<file path="config.mk">
export PLATFORM = sky130hd
export DESIGN_NAME = life_grid_renderer
export DESIGN_NICKNAME = d
export VERILOG_FILES = /design/src/rtl/life_grid_renderer.sv
export SDC_FILE = /design/constraint.sdc
export NUM_CORES = 1
export LEC_CHECK = 0
export BUFFER_PORTS_ARGS = -buffer_cell sky130_fd_sc_hd__buf_2
export CAP_MARGIN = 20
export CORE_MARGIN = 2
export CORE_UTILIZATION = 35
export DETAILED_ROUTE_END_ITERATION = 8
export PLACE_DENSITY_LB_ADDON = 0.05
export RECOVER_POWER = 50
export SLEW_MARGIN = 10
export SYNTH_ARGS = -nofsm -noshare
export SYNTH_HDL_FRONTEND = slang
export SYNTH_SLANG_ARGS = --single-unit
</file>
<file path="constraint.sdc">
create_clock -name clk_vga -period 2.3 [get_ports clk_vga]
set_clock_uncertainty 0.1 [all_clocks]
set_input_delay 0.345 -clock clk_vga [delete_from_list [all_inputs] [get_ports clk_vga]]
set_output_delay 0.345 -clock clk_vga [all_outputs]
set_load 0.02 [all_outputs]
</file>
<file path="src/rtl/life_grid_renderer.sv">
// life_grid_renderer: maps VGA pixels onto the Life grid, reads each cell from the
// synchronous cell RAM and drives aligned RGB/sync. Optional macro GRID_LINES_EN draws cell borders.
module life_grid_renderer #(
  parameter int          GRID_W    = 32,
  parameter int          GRID_H    = 32,
  parameter int          CELL_PX   = 15,
  parameter int          ADDR_W    = 10,
  parameter int          V_ACTIVE  = 480,
  parameter logic [11:0] ALIVE_RGB = 12'hFFF,
  parameter logic [11:0] DEAD_RGB  = 12'h000,
  parameter logic [11:0] OUT_RGB   = 12'h222
) (
  input  logic              clk_vga,
  input  logic              rst,
  input  logic [9:0]        sx,
  input  logic [9:0]        sy,
  input  logic              de,
  input  logic              hsync_in,
  input  logic              vsync_in,
  input  logic              run,
  output logic [ADDR_W-1:0] cell_rd_addr,
  input  logic              cell_rd_data,
  output logic              gen_req,
  input  logic              gen_ack,
  output logic              gen_ovr,
  output logic [3:0]        vga_r,
  output logic [3:0]        vga_g,
  output logic [3:0]        vga_b,
  output logic              vga_hsync,
  output logic              vga_vsync
);

  localparam int SUB_W = (CELL_PX > 1) ? $clog2(CELL_PX) : 1;
  localparam int COL_W = $clog2(GRID_W + 1);
  localparam int ROW_W = $clog2(GRID_H + 1);
  localparam logic [SUB_W-1:0] SUB_LAST = SUB_W'(CELL_PX - 1);
  localparam logic [COL_W-1:0] COL_MAX  = COL_W'(GRID_W);
  localparam logic [ROW_W-1:0] ROW_MAX  = ROW_W'(GRID_H);
  localparam logic [9:0]       SX_LAST  = 10'd639;
  localparam logic [9:0]       SY_BOUND = 10'(V_ACTIVE);
  localparam logic [11:0]      LINE_RGB = 12'h444;
`ifdef GRID_LINES_EN
  localparam logic LINES_ON = 1'b1;
`else
  localparam logic LINES_ON = 1'b0;
`endif

  typedef enum logic {IDLE = 1'b0, REQ = 1'b1} gen_state_t;

  logic [SUB_W-1:0]  px_sub_r, py_sub_r, px_cur_s, py_cur_s, px_nxt_s, py_nxt_s;
  logic [COL_W-1:0]  col_r, col_cur_s, col_nxt_s;
  logic [ROW_W-1:0]  row_r, row_cur_s, row_nxt_s;
  logic              synced_r, frame_start_s, boundary_s, in_grid_s, line_s;
  logic [ADDR_W-1:0] addr_s;
  logic              in1_r, de1_r, line1_r, in2_r, de2_r, line2_r;
  logic [2:0]        hs_sh_r, vs_sh_r;
  logic [11:0]       rgb_r, rgb_nxt_s;
  gen_state_t        state_r, state_nxt_s;
  logic              gen_req_r, gen_ovr_r, ovr_nxt_s;

  // Current-pixel cell coordinates and their values for the following pixel
  always_comb begin
    frame_start_s = (sx == 10'd0) && (sy == 10'd0);
    boundary_s    = (sx == 10'd0) && (sy == SY_BOUND);
    if (sx == 10'd0) begin
      px_cur_s  = {SUB_W{1'b0}};
      col_cur_s = {COL_W{1'b0}};
    end else begin
      px_cur_s  = px_sub_r;
      col_cur_s = col_r;
    end
    if (frame_start_s) begin
      py_cur_s  = {SUB_W{1'b0}};
      row_cur_s = {ROW_W{1'b0}};
    end else begin
      py_cur_s  = py_sub_r;
      row_cur_s = row_r;
    end
    px_nxt_s  = px_cur_s;
    col_nxt_s = col_cur_s;
    py_nxt_s  = py_cur_s;
    row_nxt_s = row_cur_s;
    // col/row saturate one past the grid so the right and bottom margins never alias back in
    if (de) begin
      if (px_cur_s == SUB_LAST) begin
        px_nxt_s = {SUB_W{1'b0}};
        if (col_cur_s != COL_MAX) col_nxt_s = col_cur_s + COL_W'(1);
        else                      col_nxt_s = col_cur_s;
      end else begin
        px_nxt_s = px_cur_s + SUB_W'(1);
      end
    end else begin
      px_nxt_s = px_cur_s;
    end
    if (de && (sx == SX_LAST)) begin
      if (py_cur_s == SUB_LAST) begin
        py_nxt_s = {SUB_W{1'b0}};
        if (row_cur_s != ROW_MAX) row_nxt_s = row_cur_s + ROW_W'(1);
        else                      row_nxt_s = row_cur_s;
      end else begin
        py_nxt_s = py_cur_s + SUB_W'(1);
      end
    end else begin
      py_nxt_s = py_cur_s;
    end
    in_grid_s = de && (col_cur_s < COL_MAX) && (row_cur_s < ROW_MAX);
    addr_s    = ADDR_W'(row_cur_s) * ADDR_W'(GRID_W) + ADDR_W'(col_cur_s);
    line_s    = LINES_ON && ((px_cur_s == {SUB_W{1'b0}}) || (py_cur_s == {SUB_W{1'b0}}));
  end

  // Pixel/line position counters and frame-sync flag
  always_ff @(posedge clk_vga or posedge rst) begin
    if (rst) begin
      px_sub_r <= {SUB_W{1'b0}};
      col_r    <= {COL_W{1'b0}};
      py_sub_r <= {SUB_W{1'b0}};
      row_r    <= {ROW_W{1'b0}};
      synced_r <= 1'b0;
    end else begin
      px_sub_r <= px_nxt_s;
      col_r    <= col_nxt_s;
      py_sub_r <= py_nxt_s;
      row_r    <= row_nxt_s;
      synced_r <= synced_r | frame_start_s;
    end
  end

  // Final colour choice; the RAM output lines up with the stage-2 flags
  always_comb begin
    rgb_nxt_s = 12'h000;
    if (!de2_r)            rgb_nxt_s = 12'h000;
    else if (!in2_r)       rgb_nxt_s = OUT_RGB;
    else if (line2_r)      rgb_nxt_s = LINE_RGB;
    else if (cell_rd_data) rgb_nxt_s = ALIVE_RGB;
    else                   rgb_nxt_s = DEAD_RGB;
  end

  // Three-stage colour pipeline with matching sync delay
  always_ff @(posedge clk_vga or posedge rst) begin
    if (rst) begin
      cell_rd_addr <= {ADDR_W{1'b0}};
      in1_r        <= 1'b0;
      de1_r        <= 1'b0;
      line1_r      <= 1'b0;
      in2_r        <= 1'b0;
      de2_r        <= 1'b0;
      line2_r      <= 1'b0;
      rgb_r        <= 12'h000;
      hs_sh_r      <= 3'b000;
      vs_sh_r      <= 3'b000;
    end else begin
      cell_rd_addr <= addr_s;
      in1_r        <= in_grid_s;
      de1_r        <= de && (synced_r || frame_start_s);
      line1_r      <= line_s;
      in2_r        <= in1_r;
      de2_r        <= de1_r;
      line2_r      <= line1_r;
      rgb_r        <= rgb_nxt_s;
      hs_sh_r      <= {hs_sh_r[1:0], hsync_in};
      vs_sh_r      <= {vs_sh_r[1:0], vsync_in};
    end
  end

  // Generation handshake next state; an ack beats a coincident frame boundary
  always_comb begin
    state_nxt_s = state_r;
    ovr_nxt_s   = gen_ovr_r;
    case (state_r)
      IDLE: begin
        if (boundary_s && run) state_nxt_s = REQ;
        else                   state_nxt_s = IDLE;
      end
      REQ: begin
        if (gen_ack) begin
          state_nxt_s = IDLE;
        end else if (boundary_s) begin
          state_nxt_s = REQ;
          ovr_nxt_s   = 1'b1;
        end else begin
          state_nxt_s = REQ;
        end
      end
      default: state_nxt_s = IDLE;
    endcase
  end

  // Handshake state and registered request/overrun outputs
  always_ff @(posedge clk_vga or posedge rst) begin
    if (rst) begin
      state_r   <= IDLE;
      gen_req_r <= 1'b0;
      gen_ovr_r <= 1'b0;
    end else begin
      state_r   <= state_nxt_s;
      gen_req_r <= (state_nxt_s == REQ);
      gen_ovr_r <= ovr_nxt_s;
    end
  end

  assign gen_req   = gen_req_r;
  assign gen_ovr   = gen_ovr_r;
  assign vga_r     = rgb_r[11:8];
  assign vga_g     = rgb_r[7:4];
  assign vga_b     = rgb_r[3:0];
  assign vga_hsync = hs_sh_r[2];
  assign vga_vsync = vs_sh_r[2];

endmodule

</file>
==> key figures <==
Run status
  – Status: finished clean

Clock network
  – Worst-skew pair later-pin latency: 0.30 ns
  – H-tree depth: 2
  – Clk slew on worst S/H paths: 0.10 ns
  – Post-CTS sizing: 0
  – TritonCTS clock tree: built
  – Clock sink count: 45
  – CTS Root Cell: clkbuf_8
  – Max Root-Sink Buffers: 2
  – Inserted Clock Buffers: 5

Pwr
  – VDD IR max: 0.378 mV
  – Total chip power: 0.00185 W
  – Seq pwr share: 0.505
  – Net Sw Power: 0.000521 W
  – Comb pwr share: 0.152
  – Power Internal: 0.00133 W
  – Clock power frac: 0.343
  – Power Density: 733 mW/mm²
  – Leakage: 1.20 nW
  – Switch share: 0.282

STA
  – Worst slew pin tran: 0.701 ns
  – Unrepaired setup endpoints after global routing: false
  – Final setup vio count: 0
  – Max-slew violations: 0
  – Worst slew margin: 0.530
  – F_max: 491 MHz
  – Crit path time final: 2.04 ns
  – Worst Hold Slack: 0.0376 ns
  – Crit share post-route: 0.886
  – Final hold viol count: 0

Floorplan
  – Die width: 81.3 µm
  – Rows: 28
  – Die Ht: 81.3 µm
  – I/O pins: 54
  – Starting density of the core: 0.358
  – Core footprint: 0.00585 mm²
  – Die area: 0.00661 mm²

Worst setup path
  – Max Fanout on Critical Path: 2
  – Worst Reg-to-Reg Cells: 4
  – Crit path required time: 2.40 ns
  – Worst r2r dst: row_r[5]$_DFF_PP0_
  – Worst R2R Setup Slack: 0.43 ns
  – Delay-heaviest family, CP: simple AND/OR/NAND/NOR gates
  – Setup crit start kind: input pin
  – CP cell instances: buf_2 > nor4_1 > nand4_1 > or2_2 > and2_1 > ha_1 > ha_1 > nand3_1 > xor2_1 > nor2_1
  – Worst Setup End Kind: register
  – Worst r2r src: py_sub_r[0]$_DFF_PP0_
  – Slowest-stage cell, CP: nor4_1
  – Peak per-stage delay on the critical path: 0.36 ns
  – Arrival time at the worst endpoint: 2.13 ns
  – Setup Crit Path Kind: in2reg
  – Worst Path Buf+Inv: 1
  – Most used cell along the critical path: ha_1

Place
  – Placed insts: 320
  – Routability cong.: 0.735
  – Port Buf Inserts: 53
  – Dpl hpwl: 3.16 mm

Cells and area
  – P&R area growth vs syn: 20.5%
  – Layout cells sized above 1: 0.232
  – # diodes: 0
  – Commonest non-fill, non-tap cells in the layout: 45 x dfrtp_1, 35 x buf_2, 18 x nor2_1, 18 x clkbuf_1
  – Post-route insts no fill: 329
  – Nets@finish: 285
  – Final core utilization: 0.431
  – Commonest non-fill, non-tap cell in the layout: dfrtp_1

Detailed routing
  – Detailed-route via count: 1651
  – Post-Route WL: 4.31 mm
  – Drt drc: 0
  – Drt via density: 5.02
  – Antenna viol nets, final: 0
  – DRT iter0 DRCs: 70
  – Routed wire per std cell: 13.1 µm
  – 1st-pass router iterations: 4

Yosys
  – Syn_area_per_cell: 10.6 µm²
  – Post-synth top flop: dfrtp_1
  – Register bit total from synthesis: 45
  – Synthesis warning total: 0
  – Seq/Total Area, Yosys: 0.538
  – Async set-reset flop share out of synthesis: 1.00
  – Area contributors post-synth: dfrtp_1 54%, buf_4 3.9%, nor2_1 3.2%
  – Post-synth cell types: 45
  – Mapped Area: 0.00209 mm²
  – Post-synth EDFFs: 0
  – Syn_nets: 229
  – Yosys top cell area share: 0.538
  – Top cell type by total area after synthesis: dfrtp_1
  – Post-Syn Instances: 197

Global route
  – Initial antenna violation count: 0
  – Tot GR Track Use: 0.144
  – Largest net degree at the start of global routing: 27
  – Vias in the first global route: 1529
  – First-pass GRT wire length: 7.29 mm
  – Total congestion overflow: 0

Worst hold path
  – Hold path startpoint: vsync_in
  – Min-Delay Path Class: in2reg
  – WHS Endpoint: vs_sh_r[0]$_DFF_PP0_
  – Hold Crit Depth: 1

Job
  – Total of max-cap violations: 0
-- logic make-up after synthesis --
kind of cell	Yosys count	share of synthesized area
simple gates	79	0.212
compound gates	33	0.103
xor+xnor	8	0.0335
buf+inv	24	0.0700
mux	4	0.0191
fa+ha+maj	4	0.0239
flops	45	0.538
-- routing by layer --
metal | vias up | wire [µm] | GRT usage
li1 | 802 | - | -
met1 | 792 | 2060 | 0.193
met2 | 52 | 1910 | 0.222
met3 | 5 | 284 | 0.0433
met4 | 0 | 55 | 0.0458
met5 | - | 0 | 0
-- worst register-to-register path, delay by kind of cell, from the launching register on --
family | cells | cell delay [ns]
AND/OR/NAND/NOR | 3 | 1.09
flip-flops | 1 | 0.46
AO/OA/AOI/OAI | 1 | 0.15
-- power by group through the flow --
stage / logic (W) / registers (W) / clock network (W)
after global routing: 0.000331 / 0.000948 / 0.000690
after detailed placement: 0.000293 / 0.000948 / 0
after global placement: 0.000289 / 0.000947 / 0
after floorplan: 0.000154 / 0.000959 / 0
after CTS: 0.000296 / 0.000932 / 0.000656
final: 0.000281 / 0.000934 / 0.000633
-- per-stage QoR --
stage          TNS, ns  area, µm²  setup slack (ns)
2_1_floorplan        0       2090            0.0811
3_3_place_gp    -0.118       2430           -0.0726
3_5_place_dp    -0.197       2430           -0.0918
4_1_cts              0       2560             0.249
5_1_grt              0       2520             0.149
6_report             0       2520             0.263
-- registers in the layout, indices dropped and copies added, names as in the netlist --
name / cells
cell_rd_addr: 10
col_r: 6
de1_r: 1
de2_r: 1
gen_ovr: 1
gen_req: 1
hs_sh_r: 3
in1_r: 1
in2_r: 1
px_sub_r: 4
py_sub_r: 4
rgb_r: 2
row_r: 6
synced_r: 1
vs_sh_r: 3
-- worst max path at each step --
stage	from	endpoint	slack, ns	depth (start not counted)
6_report	sx[6]	cell_rd_addr[9]$_DFF_PP0_	0.26	10
5_1_grt	sx[5]	cell_rd_addr[9]$_DFF_PP0_	0.15	10
4_1_cts	sx[5]	cell_rd_addr[9]$_DFF_PP0_	0.25	10
3_5_place_dp	sx[5]	cell_rd_addr[9]$_DFF_PP0_	-0.09	10
3_3_place_gp	sx[5]	cell_rd_addr[9]$_DFF_PP0_	-0.07	10
2_1_floorplan	sx[5]	cell_rd_addr[9]$_DFF_PP0_	0.08	9
-- cells in the mapped netlist (3+ instances only) --
cell and count:
and2_1 6, and3_1 3, nand3_1 10, xnor2_1 3
inv_1 8, nor2_1 18, nand4_1 6, ha_1 4
nand2_1 9, o21ai_0 6, nand2b_1 4, or4_1 3
nor4_1 5, mux2i_1 4, buf_4 11, xor2_1 5
clkbuf_1 3, o31ai_1 3, dfrtp_1 45, a21oi_1 10
-- layout make-up --
| class | count | area, µm² |
|---|---|---|
| sequential | 45 | 1130 |
| inverter | 8 | 30.0 |
| timing repair buffer | 65 | 333 |
| multi-input combinational | 128 | 820 |
| tap | 75 | 93.8 |
| fill | 583 | 3330 |
| clock inverter | 3 | 50.0 |
| clock buffer | 5 | 68.8 |
-- what timing repair did --
action                    in CTS  in global routing
buffers inserted               0                  0
hold endpoints to repair      19                  0
hold buffers                   1                  0
Note: power is estimated with default switching activity, not from simulation.
